`config.mk`:
```
export PLATFORM = sky130hd
export DESIGN_NAME = muladd
export DESIGN_NICKNAME = d
export VERILOG_FILES = /design/src/rtl/muladd.sv
export SDC_FILE = /design/constraint.sdc
export NUM_CORES = 1
export LEC_CHECK = 0
export BUFFER_PORTS_ARGS = -buffer_cell sky130_fd_sc_hd__buf_2
export CORE_ASPECT_RATIO = 2
export CORE_MARGIN = 2
export CORE_UTILIZATION = 57
export CTS_BUF_LIST = sky130_fd_sc_hd__clkbuf_8
export CTS_CLUSTER_DIAMETER = 100
export DETAILED_ROUTE_END_ITERATION = 10
export PLACE_DENSITY = 0.86
export RECOVER_POWER = 50
export SLEW_MARGIN = 0
export SYNTH_ARGS = -nofsm -noshare
export SYNTH_HDL_FRONTEND = slang
export SYNTH_SLANG_ARGS = --single-unit
```
`constraint.sdc`:
```
create_clock -name clk -period 2.5 [get_ports clk]
set_input_delay 0 -clock clk [delete_from_list [all_inputs] [get_ports clk]]
set_output_delay 0 -clock clk [all_outputs]
set_load 0.03 [all_outputs]
```
`src/rtl/muladd.sv`:
```
// muladd: iterative shift-and-add multiply-accumulate, res = a*b + c.
// Unsigned WIDTH-bit operands; any result that does not fit in WIDTH bits
// is reported through error instead of res. Handshake matches the divider:
// a rising edge on go starts an operation, ready/error report its outcome.
module muladd #(
    parameter int WIDTH_LOG = 4,
    localparam int WIDTH = 1 << WIDTH_LOG
) (
    input  logic             clk,
    input  logic             rst,
    input  logic             go,
    input  logic [WIDTH-1:0] a,
    input  logic [WIDTH-1:0] b,
    input  logic [WIDTH-1:0] c,
    output logic             ready,
    output logic             error,
    output logic [WIDTH-1:0] res
);

    localparam logic [1:0] ST_READY    = 2'd0;
    localparam logic [1:0] ST_MULTIPLY = 2'd1;
    localparam logic [1:0] ST_ERROR    = 2'd2;

    logic [1:0]       state;
    logic [1:0]       state_n;
    logic             go_prev;
    logic             start;

    logic [WIDTH:0]   acc;
    logic [WIDTH:0]   acc_n;
    logic [WIDTH:0]   sum;
    logic [WIDTH-1:0] areg;
    logic [WIDTH-1:0] areg_n;
    logic [WIDTH-1:0] breg;
    logic [WIDTH-1:0] breg_n;
    logic             a_ovf;
    logic             a_ovf_n;

    assign start = go && !go_prev;
    assign sum   = acc + {1'b0, areg};
    assign res   = acc[WIDTH-1:0];

    // Next-state and datapath update: a start edge always wins, otherwise
    // one multiplier bit is consumed per cycle while multiplying. a_ovf
    // remembers that a set bit has been shifted out of areg, so any later
    // set multiplier bit means the product no longer fits.
    always_comb begin
        state_n = state;
        acc_n   = acc;
        areg_n  = areg;
        breg_n  = breg;
        a_ovf_n = a_ovf;
        if (start) begin
            acc_n   = {1'b0, c};
            areg_n  = a;
            breg_n  = b;
            a_ovf_n = 1'b0;
            state_n = (b != '0) ? ST_MULTIPLY : ST_READY;
        end else if (state == ST_MULTIPLY) begin
            if (breg[0] && a_ovf) begin
                state_n = ST_ERROR;
            end else begin
                if (breg[0]) begin
                    acc_n = sum;
                    if (sum[WIDTH]) begin
                        state_n = ST_ERROR;
                    end
                end
                a_ovf_n = a_ovf | areg[WIDTH-1];
                areg_n  = areg << 1;
                breg_n  = breg >> 1;
                if (breg_n == '0 && state_n != ST_ERROR) begin
                    state_n = ST_READY;
                end
            end
        end
    end

    // Control state and registered status flags, derived from the next state.
    always_ff @(posedge clk) begin
        if (rst) begin
            state   <= ST_READY;
            go_prev <= 1'b0;
            a_ovf   <= 1'b0;
            ready   <= 1'b1;
            error   <= 1'b0;
        end else begin
            state   <= state_n;
            go_prev <= go;
            a_ovf   <= a_ovf_n;
            ready   <= (state_n == ST_READY) || (state_n == ST_ERROR);
            error   <= (state_n == ST_ERROR);
        end
    end

    // Operand and accumulator registers carry no reset; their contents only
    // matter after a start edge has loaded them.
    always_ff @(posedge clk) begin
        acc  <= acc_n;
        areg <= areg_n;
        breg <= breg_n;
    end

endmodule
```
Word level (Yosys, flattened, before mapping). Cells that the tools add are included.

Bits in registers: 55. Latch bits: 0. Bits in writable memories: 0. Memory bits (read-only): 0. Bits of input ports: 51. Output and inout port bits: 18. Logic and storage cells: 51. Memories: 0.

Add/sub/neg operators: 1. $mul: 0. Div/mod/pow operators: 0. $lt $le $gt $ge: 0. Eq/ne operators: 4. Shift operators: 0. Multiplexer cells: 20. Bitwise gates (word level): 2. Reductions and logical operators: 15.

Operator list (count): 16-bit 2-to-1 mux (10); 2-bit 2-to-1 mux (9); 17-bit by 16-bit adder with 17-bit output (1); 16-bit zero test (1); 16-bit nonzero test (1); 3-bit AND reduction (2); 2-bit != test, second input constant (2); 2-bit AND reduction (2); 2-bit nonzero test (2); 1-bit logical AND (3); 2-bit by 1-bit == test with 1-bit output, second input constant (1); 2-bit == test, second input constant (1); 2-bit zero test (1); 2-bit OR reduction (1); 1-bit zero test (1); 1-bit logical OR (1); 1-bit 2-to-1 mux (1); 1-bit NOT (1); 1-bit OR (1).

Longest topological paths before layout. Gate-level depths: netlist of the first run.

Depth after elaboration: 14. Gate-level depth with buffers: 8. Gate-level depth less buffers: 8.

Worst setup path after synthesis of the first run. OpenSTA, ideal clock, no wires.

Path type: register to register. From: register acc[0]. To: register acc[10] (data pin). Setup time: 0.263 ns. Arrival: 2.074 ns. Data required time: 2.237 ns. Slack: 0.163 ns. Stages on the path, launching flop included: 9. Buffers on the path: 0. Clock period less this slack: 2.337 ns. Cells stage by stage: edfxtp_1 > ha_1 > fa_1 > a211oi_2 > nor3_2 > a211o_1 > a211oi_2 > xor2_1 > o21ai_1.

Longest elaborated chain between the ends: 5.

Ends and longest elaborated chain: start: declaration (RTL line 29) `logic [WIDTH:0] acc;`; start signal: assignment (RTL line 99) `acc <= acc_n;`; 17-bit by 16-bit adder with 17-bit output (RTL line 40) `assign sum = acc + {1'b0, areg};`; 16-bit 2-to-1 mux (RTL line 63) `if (breg[0]) begin`; 16-bit 2-to-1 mux (RTL line 60) `if (breg[0] && a_ovf) begin`; 16-bit 2-to-1 mux (RTL line 59) `end else if (state == ST_MULTIPLY) begin`; 16-bit 2-to-1 mux (RTL line 53) `if (start) begin`; net acc_n[10] (RTL line 30) `logic [WIDTH:0] acc_n;`.

The timed path passes the listed nets, and every way through them passes these cells. The select of a mux whose other input is x is not followed. A chain may end at the register's enable or synchronous reset.

Worst setup path after layout of the first run.
From: register areg[0]. To: register acc[10] (data pin).

Longest elaborated chain between the ends: 5.

Ends and longest elaborated chain: start: declaration (RTL line 32) `logic [WIDTH-1:0] areg;`; start signal: assignment (RTL line 100) `areg <= areg_n;`; 17-bit by 16-bit adder with 17-bit output (RTL line 40); 16-bit 2-to-1 mux (RTL line 63); 16-bit 2-to-1 mux (RTL line 60); 16-bit 2-to-1 mux (RTL line 59); 16-bit 2-to-1 mux (RTL line 53); net acc_n[10] (RTL line 30).

The timed path passes the listed nets, and every way through them passes these cells. The select of a mux whose other input is x is not followed.

==> impl_metrics.env, run 1 <==
export IMPL_grt_max_degree=29
export IMPL_cts_buffers=5
export IMPL_routabilityCongestion=0.853
export IMPL_r2r_end="acc[10]"
export IMPL_syn_inst=362
export IMPL_place_hpwl_um=5680
export IMPL_finClkSkew_ns=0.0122
export IMPL_cts_tree="done"
export IMPL_ir_drop_v=0.00107
export IMPL_groute_usage_overall=0.280
export IMPL_netlist_top_cells_area="edfxtp_1, nand2_1, ha_1"
export IMPL_finalCritPeriodShare=0.967
export IMPL_setup_viol=0
export IMPL_synth_cell_area_um2=3320
export IMPL_io_pins=69
export IMPL_reg2reg_slack_ns=0.08
export IMPL_fin_ws_ns=0.0830
export IMPL_die_w_um=58.0
export IMPL_synth_distinct_cells=49
export IMPL_start_util=0.586
export IMPL_vias_per_cell=5.71
export IMPL_synth_enable_flop_cells=48
export IMPL_worstHoldPathType="in -> reg"
export IMPL_port_buffers=68
export IMPL_antenna_found_initial=0
export IMPL_clock_latency_ns=0.33
export IMPL_drv_slew=0
export IMPL_drive_above_1_share=0.181
export IMPL_grt_pass1_wl_um=14000
export IMPL_reg2reg_depth=8
export IMPL_vias=3003
export IMPL_startpoint_type="register"
export IMPL_cts_sink_count=55
export IMPL_rows=39
export IMPL_drt_iter0_markers=120
export IMPL_grt_remaining_overflow=0
export IMPL_cp_max_fo=2
export IMPL_period_needed_ns=2.42
export IMPL_wl_um=8720
export IMPL_fin_nets=532
export IMPL_wl_per_cell_um=16.6
export IMPL_placed_area_um2=3650
export IMPL_endpoint_kind="register"
export IMPL_ant_nets=0
export IMPL_diodes=0
export IMPL_design_core_area_um2=5660
export IMPL_die_h_um=112
export IMPL_crit_start="areg[0]"
export IMPL_synth_seq_area_share=0.476
export IMPL_stdcell_area_um2=4250
export IMPL_yosys_area_top_type_share=0.434
export IMPL_power_density_nw_per_um2=1220
export IMPL_reg2reg_from="areg[0]"
export IMPL_status="finished clean"
export IMPL_firstDrtPassIters=5
export IMPL_pre_cts_ws_ns=0.0256
export IMPL_synth_top_area_cell="edfxtp_1"
export IMPL_yosysWarnings=0
export IMPL_synth_avg_cell_area_um2=9.17
export IMPL_critical_path_required_ns=2.56
export IMPL_cts_root_buffer="clkbuf_8"
export IMPL_h_tree_depth=2
export IMPL_async_flop_share=0
export IMPL_arrival_ns=2.48
export IMPL_fin_util=0.750
export IMPL_hold_ws_ns=0.0172
export IMPL_first_global_vias=3148
export IMPL_ys_flop_type="edfxtp_1"
export IMPL_p_leak_uw=0.00185
export IMPL_clkTransAtPathRegs_ns=0.10
export IMPL_slew_limit_headroom=0.584
export IMPL_dieArea_um2=6490
export IMPL_tightest_slew_ns=0.623
export IMPL_synth_fp_nets=430
export IMPL_dpl_cell_count=470
export IMPL_hold_viol=0
export IMPL_drcViolationCount=0
export IMPL_syn_to_final_growth_pct=28.0
export IMPL_fmax_ghz=0.414
export IMPL_endpoint="acc[10]"
export IMPL_criticalPathCategory="reg -> reg"
export IMPL_clock_path_buffers=2
export IMPL_ys_ff_latch=55
export IMPL_rsz0062_at_grt="yes"
export IMPL_finalNonFillerCells=526
export IMPL_maxCapViolations=0
export IMPL_nFillCells=381
-- where the power goes --
| group | leakage, uW | internal [uW] | switching [uW] |
|---|---|---|---|
| Sequential | 0.000535 | 1520 | 228 |
| Clock | 0.0000612 | 325 | 301 |
| Combinational | 0.00126 | 1100 | 1710 |
| Total | 0.00185 | 2940 | 2240 |
-- routing by layer --
metal,vias up,routed length [um],global-route usage
met5,-,0,0
met4,0,284,0.127
met3,26,438,0.0441
met2,111,5060,0.537
met1,1405,2940,0.278
li1,1461,-,-
-- worst min path at each step --
stage	slack, ns	cells past startpoint	from	endpoint
floorplan	0.07	1	rst	go_prev
global route	0.03	3	c[11]	acc[11]
CTS	0.002	3	c[12]	acc[12]
finish	0.02	3	c[15]	acc[15]
global placement	0.22	2	rst	go_prev
detailed placement	0.23	2	rst	go_prev
-- cells in the mapped netlist, types with 5 or more instances --
library cell	n
xor2_1	5
ha_1	16
nand3_1	5
nor2b_1	6
a21oi_1	16
nor2_1	21
nand2_1	120
o21ai_0	15
buf_4	16
dfxtp_1	7
nor3_1	5
clkbuf_1	11
xnor2_1	6
nor4_1	8
edfxtp_1	48
-- critical path, stage by stage, from the launching register on --
cell,delay [ns]
edfxtp_1,0.41
ha_2,0.21
fa_2,0.42
a211oi_4,0.27
nor3_2,0.08
a211o_1,0.27
a211oi_2,0.24
xor2_1,0.19
o21ai_1,0.07
-- cell families after synthesis --
kind of cell               Yosys count  synth area share
AOI/OAI and AO/OA                   61             0.121
muxes                                4            0.0132
xor gates and xnor gates            11            0.0290
adders and majority gates           17            0.0663
buffers and inverters               30            0.0531
DFF                                 55             0.476
and+or+nand+nor                    184             0.241
-- flip-flops by register name (all words and copies together) (netlist names) --
name,count
areg,16
go_prev,1
a_ovf,1
breg,16
ready,1
acc,17
state,2
error,1
-- through the flow --
| stage | power [uW] | setup TNS, ns |
|---|---|---|
| final | 5180 | 0 |
| after global routing | 5530 | -0.0517 |
| after CTS | 5070 | 0 |
| after detailed placement | 4390 | 0 |
| after global placement | 4290 | 0 |
| after floorplan | 3870 | 0 |
-- layout by cell type, fill, tap and decap left out, types with 3 or more instances in the layout --
master and count:
a211o_1 4, a21oi_1 16, buf_2 50, buf_4 9
clkbuf_1 20, clkbuf_8 6, dfxtp_1 7, dlygate4sd3_1 45
edfxtp_1 48, ha_1 15, mux2i_1 3, nand2_1 120
nand2b_1 3, nand3_1 5, nand4_1 3, nor2_1 21
nor2b_1 5, nor3_1 5, nor4_1 8, o211ai_1 3
o21ai_0 15, xnor2_1 6, xor2_1 5
-- timing repair --
action                     in CTS  in global routing
hold endpoints to repair       43                  1
resized for setup               0                  7
setup endpoints to repair       0                  8
buffers inserted                0                  3
hold buffers                   44                  1
-- layout make-up --
| class | instances | area (um^2) | share of cell area |
|---|---|---|---|
| Sequential cell | 55 | 1580 | 0.372 |
| Clock buffer | 6 | 82.6 | 0.0194 |
| Tap cell | 61 | 76.3 | 0.0180 |
| Clock inverter | 2 | 35.0 | 0.00825 |
| Timing Repair Buffer | 125 | 863 | 0.203 |
| Multi-Input combinational cell | 277 | 1610 | 0.379 |
Note: power is estimated with default switching activity, not from simulation.
==> run 2: changes to the inputs <==
==> constraint.sdc (replaced) <==
create_clock -name clk -period 2.5 [get_ports clk]
set_input_delay 0.125 -clock clk [delete_from_list [all_inputs] [get_ports clk]]
set_output_delay 0.125 -clock clk [all_outputs]
set_load 0.03 [all_outputs]
==> impl_metrics.env, run 2 (same netlist as run 1, synthesis figures left out) <==
export IMPL_hold_start="rst"
export IMPL_path_depth=8
export IMPL_h_tree_depth=2
export IMPL_diodes=0
export IMPL_routabilityCongestion=0.853
export IMPL_cts_sink_count=55
export IMPL_final_cell_mix="nand2_1, buf_2, edfxtp_1"
export IMPL_slowest_delay_ns=0.42
export IMPL_wl_um=7490
export IMPL_syn_to_final_growth_pct=14.6
export IMPL_reg2reg_depth=8
export IMPL_largest_reg_flops=17
export IMPL_p_leak_uw=0.00167
export IMPL_largestRegisters="acc (17), areg (16), breg (16)"
export IMPL_largest_register="acc"
export IMPL_final_common_cell="nand2_1"
export IMPL_setup_viol=0
export IMPL_startpoint_type="register"
export IMPL_drv_slew=0
export IMPL_place_hpwl_um=5680
export IMPL_vias_per_cell=5.72
export IMPL_port_buffers=68
export IMPL_ant_nets=0
export IMPL_dieArea_um2=6490
export IMPL_grt_pass1_wl_um=12400
export IMPL_firstDrtPassIters=4
export IMPL_fmax_ghz=0.411
export IMPL_grt_max_degree=29
export IMPL_arrival_ns=2.49
export IMPL_cts_tree="done"
export IMPL_first_global_vias=2880
export IMPL_cts_root_buffer="clkbuf_8"
export IMPL_stdcell_area_um2=3800
export IMPL_drcViolationCount=0
export IMPL_finalNonFillerCells=481
export IMPL_clock_latency_ns=0.32
export IMPL_grt_remaining_overflow=0
export IMPL_fin_util=0.672
export IMPL_wl_per_cell_um=15.6
export IMPL_criticalPathCategory="reg -> reg"
export IMPL_finalSetupTns_ns=0
export IMPL_r2r_end="acc[10]"
export IMPL_drt_iter0_markers=88
export IMPL_worstHoldPathType="in -> reg"
export IMPL_clock_path_buffers=2
export IMPL_maxCapViolations=0
export IMPL_ir_drop_v=0.00101
export IMPL_slew_limit_headroom=0.581
export IMPL_rows=39
export IMPL_status="finished clean"
export IMPL_period_needed_ns=2.43
export IMPL_reg2reg_slack_ns=0.07
export IMPL_hold_buffers=0
export IMPL_tightest_slew_ns=0.627
export IMPL_rsz0062_at_grt="yes"
export IMPL_clkTransAtPathRegs_ns=0.09
export IMPL_power_uw=5100
export IMPL_drive_above_1_share=0.205
export IMPL_design_core_area_um2=5660
export IMPL_reg2reg_from="areg[0]"
export IMPL_die_w_um=58.0
export IMPL_finClkSkew_ns=0.0128
export IMPL_placed_area_um2=3650
export IMPL_cp_max_fo=2
export IMPL_io_pins=69
export IMPL_vias=2749
export IMPL_fin_nets=487
export IMPL_crit_chain="ha_2 > fa_2 > a211oi_4 > nor3_2 > a211o_1 > a211oi_2 > xor2_1 > o21ai_1"
export IMPL_antenna_found_initial=0
export IMPL_groute_usage_overall=0.246
export IMPL_hold_viol=0
export IMPL_cp_slowest_cell="fa_2"
export IMPL_finalCritPeriodShare=0.973
export IMPL_dpl_cell_count=470
export IMPL_endpoint_kind="register"
export IMPL_hold_end="go_prev"
export IMPL_crit_buf_inv=0
export IMPL_die_h_um=112
export IMPL_start_util=0.586
export IMPL_cts_buffers=5
export IMPL_cp_top_family="compound AO/OA/AOI/OAI gates"
export IMPL_power_density_nw_per_um2=1340
export IMPL_critical_path_required_ns=2.56
export IMPL_holdPathStages=2
-- run 2: repair_timing --
item                                    4_1_cts  5_1_grt
gates resized for setup                       0        7
endpoints found under the setup margin        0        8
setup buffers                                 0        3
-- run 2: final cells by class --
type	instances	area (um^2)
well taps	61	76.3
fillers	468	1860
repair buffers	80	420
clock inverters	2	35.0
multi-input cells	277	1610
flip-flops and latches	55	1580
clock buffers	6	82.6
-- run 2: power breakdown --
group          total [uW]  internal, uW  switching, uW
clock                 623           325            299
combinational        2740          1050           1680
sequential           1740          1510            224
-- run 2: metal layers --
layer,track usage,vias up,part of all wire
li1,-,1371,-
met1,0.253,1285,0.35
met2,0.457,70,0.57
met3,0.0453,23,0.043
met4,0.113,0,0.034
met5,0,-,0
-- run 2: how the worst max path moves through the flow --
stage,slack (ns),end,start
after floorplan,0.16,acc[10],acc[0]
after global placement,0.11,acc[10],acc[0]
after detailed placement,0.03,state[1],areg[0]
after CTS,0.006,acc[10],acc[0]
after global routing,-0.04,acc[10],areg[0]
final,0.07,acc[10],areg[0]
-- run 2: worst reg2reg max path, stage by stage, from the launching register on --
cell	delay [ns]
edfxtp_1	0.41
ha_2	0.23
fa_2	0.42
a211oi_4	0.27
nor3_2	0.08
a211o_1	0.27
a211oi_2	0.24
xor2_1	0.18
o21ai_1	0.07
-- run 2: stage by stage --
step	hold WS, ns	worst slack, ns
floorplan	0.197	0.163
global placement	0.344	0.112
detailed placement	0.355	0.0256
CTS	0.0130	0.00561
global route	0.0294	-0.0402
finish	0.0195	0.0670
==> run 3: changes to the inputs <==
- BUFFER_PORTS_ARGS: -buffer_cell sky130_fd_sc_hd__buf_2 -> -buffer_cell sky130_fd_sc_hd__buf_4
- SETUP_SLACK_MARGIN: unset -> 0.4
==> impl_metrics.env, run 3 (same netlist as run 1, synthesis figures left out) <==
export IMPL_status="finished clean"
export IMPL_rsz0062_at_grt="yes"
export IMPL_drt_iter0_markers=116
export IMPL_setup_viol=0
export IMPL_period_needed_ns=2.40
export IMPL_worstHoldPathType="in -> reg"
export IMPL_power_internal_uw=3120
export IMPL_cp_slowest_cell="edfxtp_1"
export IMPL_place_hpwl_um=5710
export IMPL_cts_sink_count=55
export IMPL_switching_share=0.436
export IMPL_holdPathStages=2
export IMPL_cts_tree="done"
export IMPL_cts_buffers=5
export IMPL_cp_max_fo=3
export IMPL_slowest_delay_ns=0.42
export IMPL_cts_root_buffer="clkbuf_8"
export IMPL_p_comb_frac=0.569
export IMPL_first_global_vias=2973
export IMPL_finalCritPeriodShare=0.960
export IMPL_drv_slew=0
export IMPL_largest_reg_flops=17
export IMPL_grt_max_degree=40
export IMPL_routabilityCongestion=0.798
export IMPL_route_layer_met1_wl_um=2860
export IMPL_fin_nets=494
export IMPL_startpoint_type="register"
export IMPL_power_frac_seq=0.321
export IMPL_syn_to_final_growth_pct=23.0
export IMPL_wl_met2_um=4420
export IMPL_switchingPower_uw=2410
export IMPL_rows=39
export IMPL_pwr_share_clk=0.109
export IMPL_vias=2825
export IMPL_power_density_nw_per_um2=1360
export IMPL_fmax_ghz=0.417
export IMPL_finalSetupTns_ns=0
export IMPL_hold_viol=0
export IMPL_die_h_um=112
export IMPL_finClkSkew_ns=0.0112
export IMPL_grt_pass1_wl_um=12800
export IMPL_endpoint_kind="register"
export IMPL_wl_um=7870
export IMPL_fin_util=0.721
export IMPL_clock_path_buffers=2
export IMPL_tightest_slew_ns=1.23
export IMPL_crit_buf_inv=0
export IMPL_grt_remaining_overflow=0
export IMPL_crit_chain="ha_2 > fa_2 > a211oi_4 > nor3_4 > a211o_1 > a211oi_2 > xor2_1 > o21ai_1"
export IMPL_dieArea_um2=6490
export IMPL_groute_usage_overall=0.252
export IMPL_maxCapViolations=0
export IMPL_reg2reg_depth=8
export IMPL_drive_above_1_share=0.239
export IMPL_die_w_um=58.0
export IMPL_arrival_ns=2.48
export IMPL_path_depth=8
export IMPL_criticalPathCategory="reg -> reg"
export IMPL_p_leak_uw=0.00174
export IMPL_clock_latency_ns=0.33
export IMPL_largest_register="acc"
export IMPL_io_pins=69
export IMPL_design_core_area_um2=5660
export IMPL_vias_per_cell=5.79
export IMPL_largestRegisters="acc (17), areg (16), breg (16)"
export IMPL_critical_path_required_ns=2.58
export IMPL_antenna_found_initial=0
export IMPL_cp_top_family="compound AO/OA/AOI/OAI gates"
export IMPL_clkTransAtPathRegs_ns=0.10
export IMPL_drcViolationCount=0
export IMPL_firstDrtPassIters=5
export IMPL_port_buffers=68
export IMPL_h_tree_depth=2
export IMPL_wl_per_cell_um=16.1
export IMPL_dpl_cell_count=468
export IMPL_diodes=0
export IMPL_slew_limit_headroom=0.178
export IMPL_final_common_cell="nand2_1"
export IMPL_ant_nets=0
export IMPL_top_layer="met4"
export IMPL_finalNonFillerCells=488
export IMPL_ir_drop_v=0.00112
export IMPL_wl_met3_um=321
export IMPL_final_cell_mix="nand2_1, buf_4, edfxtp_1"
export IMPL_start_util=0.586
-- run 3: cell types whose count changed in the layout (fill, tap and decap cells not counted), sizes merged --
cell / previous run / this run
buf: 62 / 64
clkbuf: 24 / 27
clkinv: 1 / 2
dlygate4sd3: 0 / 1
-- run 3: stage by stage --
stage	power (uW)	hold WS (ns)	area [um^2]	worst slack (ns)
CTS	5410	0.0433	4080	0.159
finish	5530	0.0435	4080	0.0996
global route	5870	0.0374	4080	0.000596
global placement	4400	0.316	3810	0.112
floorplan	3890	0.197	3330	0.198
detailed placement	4510	0.319	3810	0.0498
-- run 3: power groups by stage --
stage / sequential, uW / clock (uW) / combinational [uW]
6_report: 1780 / 604 / 3150
3_3_place_gp: 1760 / 0 / 2640
3_5_place_dp: 1780 / 0 / 2730
5_1_grt: 1820 / 624 / 3420
2_1_floorplan: 1710 / 0 / 2170
4_1_cts: 1780 / 604 / 3030
-- run 3: path summary, 6_finish.rpt --
kind	from	endpoint	slack, ns
min reg2reg	areg[15]	a_ovf	0.55
max reg2reg	areg[0]	acc[10]	0.1
min	go	go_prev	0.04
max	areg[0]	acc[10]	0.1
-- run 3: per-layer routing --
metal / GRT usage / vias up
li1: - / 1387
met3: 0.0476 / 21
met2: 0.465 / 86
met1: 0.259 / 1331
met4: 0.121 / 0
met5: 0 / -
-- run 3: layout make-up --
class / count / area [um^2]
Clock buffer: 5 / 68.8
Fill cell: 430 / 1580
Multi-Input combinational cell: 277 / 1720
Clock inverter: 3 / 38.8
Sequential cell: 55 / 1580
Timing Repair Buffer: 87 / 597
Tap cell: 61 / 76.3
-- run 3: timing repair --
action,4_1_cts,5_1_grt
hold buffers,1,0
endpoints found under the setup margin,14,15
pin swaps,11,8
hold endpoints to repair,1,0
buffers inserted,6,5
resized for setup,19,11
-- run 3: worst reg2reg max path: stages, from the launching register on --
cell and delay (ns):
edfxtp_1 0.42, ha_2 0.22, fa_2 0.39, a211oi_4 0.28
nor3_4 0.08, a211o_1 0.27, a211oi_2 0.24, xor2_1 0.19
o21ai_1 0.08
